==> src/rtl/sram_pkg.sv <==
// Shared definitions for the simple-dual-port SRAM: collision modes, clear FSM encoding
// and byte-enable width helper.
package sram_pkg;
  localparam int WRITE_MODE_READ_FIRST    = 0;
  localparam int WRITE_MODE_WRITE_THROUGH = 1;

  typedef logic [0:0] sram_state_t;
  localparam sram_state_t ST_READY = 1'b0;
  localparam sram_state_t ST_CLEAR = 1'b1;

  function automatic int be_width(input int data_width);
    return data_width / 8;
  endfunction
endpackage

==> src/rtl/sram_clear_ctrl.sv <==
// Clear engine: walks every address once writing the clear value, owning the array
// write port while busy.
module sram_clear_ctrl
  import sram_pkg::*;
#(
  parameter int ADDR_WIDTH     = 8,
  parameter int RAM_DEPTH      = 256,
  parameter int CLEAR_ON_RESET = 1
) (
  input  logic                  clk,
  input  logic                  rst,
  input  logic                  clr,
  output logic                  busy,
  output logic                  clr_we,
  output logic [ADDR_WIDTH-1:0] clr_addr
);
  localparam logic [ADDR_WIDTH-1:0] LAST_ADDR = ADDR_WIDTH'(RAM_DEPTH - 1);
  localparam sram_state_t ST_AFTER_RST = (CLEAR_ON_RESET != 0) ? ST_CLEAR : ST_READY;

  sram_state_t           state_d, state_q;
  logic [ADDR_WIDTH-1:0] cnt_d, cnt_q;

  always_comb begin
    state_d = state_q;
    cnt_d   = cnt_q;
    if (state_q == ST_READY) begin
      if (clr) begin
        state_d = ST_CLEAR;
        cnt_d   = '0;
      end
    end else begin
      // A fresh request wins over finishing, so the sweep always covers every word
      if (clr) begin
        cnt_d = '0;
      end else if (cnt_q == LAST_ADDR) begin
        state_d = ST_READY;
        cnt_d   = '0;
      end else begin
        cnt_d = cnt_q + 1'b1;
      end
    end
  end

  always_ff @(posedge clk or posedge rst) begin
    if (rst) begin
      state_q <= ST_AFTER_RST;
      cnt_q   <= '0;
    end else begin
      state_q <= state_d;
      cnt_q   <= cnt_d;
    end
  end

  assign busy     = (state_q == ST_CLEAR);
  assign clr_we   = busy;
  assign clr_addr = cnt_q;
endmodule

==> src/rtl/sram_sync_2p.sv <==
// Simple-dual-port synchronous SRAM with byte-enable writes, 1/2-cycle registered reads,
// selectable same-address collision rule and a built-in clear engine.
module sram_sync_2p
  import sram_pkg::*;
#(
  parameter int DATA_WIDTH     = 16,
  parameter int ADDR_WIDTH     = 8,
  parameter int RAM_DEPTH      = 1 << ADDR_WIDTH,
  parameter int READ_LATENCY   = 1,
  parameter int WRITE_MODE     = 0,
  parameter int CLEAR_ON_RESET = 1,
  parameter logic [DATA_WIDTH-1:0] CLEAR_VALUE = '0
) (
  input  logic                    clk,
  input  logic                    rst,
  input  logic [ADDR_WIDTH-1:0]   addr_w,
  input  logic [DATA_WIDTH-1:0]   data_w,
  input  logic                    we,
  input  logic [DATA_WIDTH/8-1:0] be,
  input  logic [ADDR_WIDTH-1:0]   addr_r,
  input  logic                    re,
  output logic [DATA_WIDTH-1:0]   data_r,
  output logic                    valid_r,
  input  logic                    clr,
  output logic                    busy
);
  localparam int BEW = be_width(DATA_WIDTH);
  localparam logic [ADDR_WIDTH:0] DEPTH_L = (ADDR_WIDTH + 1)'(RAM_DEPTH);

  logic                  busy_i, clr_we;
  logic [ADDR_WIDTH-1:0] clr_addr;

  sram_clear_ctrl #(
    .ADDR_WIDTH    (ADDR_WIDTH),
    .RAM_DEPTH     (RAM_DEPTH),
    .CLEAR_ON_RESET(CLEAR_ON_RESET)
  ) u_clr (
    .clk     (clk),
    .rst     (rst),
    .clr     (clr),
    .busy    (busy_i),
    .clr_we  (clr_we),
    .clr_addr(clr_addr)
  );
  assign busy = busy_i;

  logic [DATA_WIDTH-1:0] mem [RAM_DEPTH];

  logic                  w_hit, r_ok, rd_acc, wr_en;
  logic [ADDR_WIDTH-1:0] wr_addr;
  logic [DATA_WIDTH-1:0] wr_data, rd_word;
  logic [BEW-1:0]        wr_be;

  always_comb begin
    w_hit   = we && !busy_i && ({1'b0, addr_w} < DEPTH_L);
    r_ok    = ({1'b0, addr_r} < DEPTH_L);
    rd_acc  = re && !busy_i;
    wr_en   = clr_we || w_hit;
    wr_addr = clr_we ? clr_addr : addr_w;
    wr_data = clr_we ? CLEAR_VALUE : data_w;
    wr_be   = clr_we ? '1 : be;
    rd_word = r_ok ? mem[addr_r] : '0;
    // Write-through forwards the merged word; read-first keeps the array's old word
    if (WRITE_MODE == WRITE_MODE_WRITE_THROUGH && w_hit && addr_w == addr_r) begin
      for (int i = 0; i < BEW; i++) begin
        if (be[i]) rd_word[8*i +: 8] = data_w[8*i +: 8];
      end
    end
  end

  always_ff @(posedge clk) begin
    if (wr_en) begin
      for (int i = 0; i < BEW; i++) begin
        if (wr_be[i]) mem[wr_addr][8*i +: 8] <= wr_data[8*i +: 8];
      end
    end
  end

  logic                  vld1_d, vld1_q;
  logic [DATA_WIDTH-1:0] dat1_d, dat1_q;

  always_comb begin
    vld1_d = rd_acc;
    dat1_d = rd_acc ? rd_word : dat1_q;
  end

  always_ff @(posedge clk or posedge rst) begin
    if (rst) begin
      vld1_q <= 1'b0;
      dat1_q <= '0;
    end else begin
      vld1_q <= vld1_d;
      dat1_q <= dat1_d;
    end
  end

  generate
    if (READ_LATENCY == 2) begin : g_lat2
      logic                  vld2_d, vld2_q;
      logic [DATA_WIDTH-1:0] dat2_d, dat2_q;

      always_comb begin
        vld2_d = vld1_q;
        dat2_d = vld1_q ? dat1_q : dat2_q;
      end

      always_ff @(posedge clk or posedge rst) begin
        if (rst) begin
          vld2_q <= 1'b0;
          dat2_q <= '0;
        end else begin
          vld2_q <= vld2_d;
          dat2_q <= dat2_d;
        end
      end

      assign data_r  = dat2_q;
      assign valid_r = vld2_q;
    end else begin : g_lat1
      assign data_r  = dat1_q;
      assign valid_r = vld1_q;
    end
  endgenerate
endmodule

==> config.mk <==
export PLATFORM = sky130hd
export DESIGN_NAME = sram_sync_2p
export DESIGN_NICKNAME = d
export VERILOG_FILES = /design/src/rtl/sram_pkg.sv /design/src/rtl/sram_clear_ctrl.sv /design/src/rtl/sram_sync_2p.sv
export SDC_FILE = /design/constraint.sdc
export NUM_CORES = 2
export LEC_CHECK = 0
export ABC_AREA = 1
export CAP_MARGIN = 0
export CELL_PAD_IN_SITES_DETAIL_PLACEMENT = 0
export CELL_PAD_IN_SITES_GLOBAL_PLACEMENT = 2
export CORE_MARGIN = 3
export CORE_UTILIZATION = 49
export CTS_BUF_LIST = sky130_fd_sc_hd__clkbuf_8
export DETAILED_ROUTE_END_ITERATION = 16
export GPL_ROUTABILITY_DRIVEN = 0
export PLACE_DENSITY = 0.89
export SLEW_MARGIN = 20
export SYNTH_ARGS = -nofsm -noshare
export SYNTH_HDL_FRONTEND = slang
export SYNTH_HIERARCHICAL = 1
export SYNTH_SLANG_ARGS = --single-unit
==> constraint.sdc <==
create_clock -name clk -period 13.9 [get_ports clk]
set_clock_uncertainty 0.2 [all_clocks]
set_input_delay 2.78 -clock clk [delete_from_list [all_inputs] [get_ports clk]]
set_output_delay 2.78 -clock clk [all_outputs]
set_load 0.02 [all_outputs]
==> flow_summary.toml <==
[worst_hold_path]
min_path_type = "reg -> reg"

[clocking]
clk_pin_slew_worst_paths_ns = 0.06
clock_latency_ns = 1.21
post-cts-setup-buffer-count = 0
cts_root_buf = "clkbuf_8"
ctsResizeCount = 0
clock_path_buffers = 4
cts_buffers = 663
clkSinkCount = 4122
hold_buffers = 0
cts_tree = "built"
htreeDepth = 6

[sta]
period_share_pct = 56.2
worst_pin_slew_ns = 1.41
maxSlewHeadroom_pct = 5.97
max_freq_mhz = 128
maxSlewViolCount = 0
setup_violations = 0
hold_viol_final = 0
min_period_ns = 7.81
finalSetupTns_ns = 0
rsz0062_at_grt = "false"

[logic_synthesis]
syn_area_um2 = 168000
synth_top_area_cell = "edfxtp_1"
netlist_top_cells_count = "4,441 x nand2_1, 4,096 x edfxtp_1, 4,085 x nand3_1"
synth_flop_cell = "edfxtp_1"
synth.area.top_cells = "edfxtp_1 73%, nand3_1 12%, nand2_1 9.9%"
synth.top_cell.area_share_pct = 73.2
syn_avg_cell_area_um2 = 11.8
synthArstFlopShare_pct = 0.631
synth-edff-count = 4096
synthCells = 14300
yosysUniqueCellTypes = 25
syn_nets = 14300
seq_area_frac_synth_pct = 73.6
yosys.cell_count.top_type = "nand2_1"
synth_seq_cells = 4122
yosys_warnings = 6

[global_routing]
antenna_found_initial = 20
grt_max_degree = 241
grt_usage_pct = 28.0
grt.overflow.total = 0
grt_pass1_wl_mm = 731
grt_pass1_vias = 108000

[drt]
drt_iter0_drc = 13100
vias = 113000
wire_per_inst_um = 25.9
viasPerCell = 5.85
drtAntennaViolNets = 0
first_pass_iters = 8
drc = 0
wl_mm = 499

[final_layout]
area_growth_pct = 9.11
layout-drive-gt1-share_pct = 6.98
fin_nets = 14200
fin_util_pct = 53.8

[place]
numPortBuffers = 56
dp_hpwl_mm = 279

[setup_path]
cp.arrival_ns = 8.71
crit_type = "in -> reg"
path_buf_inv = 5
cpPeakStageDelay_ns = 0.88
startpoint_type = "input pin"
cp_common_cell = "nand3_1"
cp_max_fo = 109
ff2ff_setup_slack_ns = 8.80
required_ns = 14.80
path_delay_family = "buffers and inverters"
cpMaxStageDelayCell = "buf_4"
path_cells = "buf_8 -> buf_4 -> buf_4 -> buf_4 -> buf_4 -> nand3_1 -> nand3_1 -> nand3_1 -> nand3_1 -> nand3_1 -> nand3_1 -> nand3_1 -> nand3_1 -> nand2_1"
endpoint_kind = "register"

[floorplanning]
initial_core_util_pct = 49.4
die-area_um2 = 350000
core_um2 = 341000
dieHeight_um = 592
io_pins = 57
std_cell_rows = 214
die_w_um = 592

[power_and_ir_drop]
static-leakage-power_nw = 66.6
p_per_area_nw_per_um2 = 133
power_mw = 24.4
ir_drop_mv = 0.0958

[flow_run]
max_cap_violations = 0

[status]
outcome = "finished, final reports clean"
[final cells by class]
type,count,area [um^2]
diodes,6,15.0
clock buffers,683,9400
clock inverters,505,2550
fillers,29000,157000
inverters,52,240
multi-input cells,9114,39700
flip-flops and latches,4122,124000
well taps,4536,5680
repair buffers,227,2200
[final timing paths]
check	start	endpoint	cells past startpoint
max in group asynchronous	rst	data_r[8]	2
worst max register to register	u_clr/busy	mem[95][7]	7
worst min-delay path	data_r[8]	data_r[8]	2
min in group asynchronous	rst	u_clr/clr_addr[3]	2
worst min register to register	data_r[8]	data_r[8]	2
worst max-delay path	addr_r[1]	data_r[3]	14
[metrics by stage]
step,std cells,hold slack [ns],setup slack (ns),instance area [um^2]
after floorplan,14300,0.292,3.54,168000
after global placement,18000,0.287,5.10,171000
after detailed placement,18000,0.270,5.10,171000
after CTS,19200,0.288,6.45,183000
after global routing,19200,0.312,6.00,183000
final,19200,0.288,6.09,183000
[flip-flops by register name (all words and copies together) (netlist names)]
name and cells:
valid_r 1, u_clr/clr_addr 8, data_r 16, u_clr/busy 1, mem 4096
[metal layers]
metal | GRT usage, % | wire length [um] | part of all wire, %
met4 | 11.3 | 19700 | 3.9
met5 | 0 | 35 | 0.0070
met2 | 44.8 | 237000 | 48
met1 | 38.6 | 201000 | 40
met3 | 4.31 | 41200 | 8.3
[cell usage in the layout, fill, tap and decap left out, drive strengths merged, types with 6 or more instances in the layout]
cell and count:
nand3 4085, clkbuf 683, o21ai 9, clkinvlp 13, buf 178, nand2 4442, diode 6, nor2 568
clkdlybuf4s50 49, inv 316, dfrtp 25, edfxtp 4096, bufinv 9, clkinv 219
[report_power, final]
group / total (mW) / switching, mW / internal [mW]
combinational: 1.31 / 0.984 / 0.330
sequential: 13.5 / 0.0201 / 13.5
clock: 9.60 / 4.85 / 4.75
[worst min-delay path: stages, from the launching register on]
cell and delay [ns]:
dfrtp_1 0.34, nand2_1 0.05, nand2_1 0.06
[logic make-up (layout without fill, tap and decap cells)]
kind of cell / Yosys count / after routing / share of synthesized area, %
xor gates and xnor gates: 1 / 1 / 0.00521
buffers and inverters: 1049 / 1467 / 3.02
DFF: 4122 / 4122 / 73.6
adders and majority gates: 1 / 1 / 0.00744
and+or+nand+nor: 9098 / 9098 / 23.4
AOI/OAI and AO/OA: 14 / 14 / 0.0469
other: 0 / 6 / 0
No activity file was read; power rests on OpenSTA's default activity.
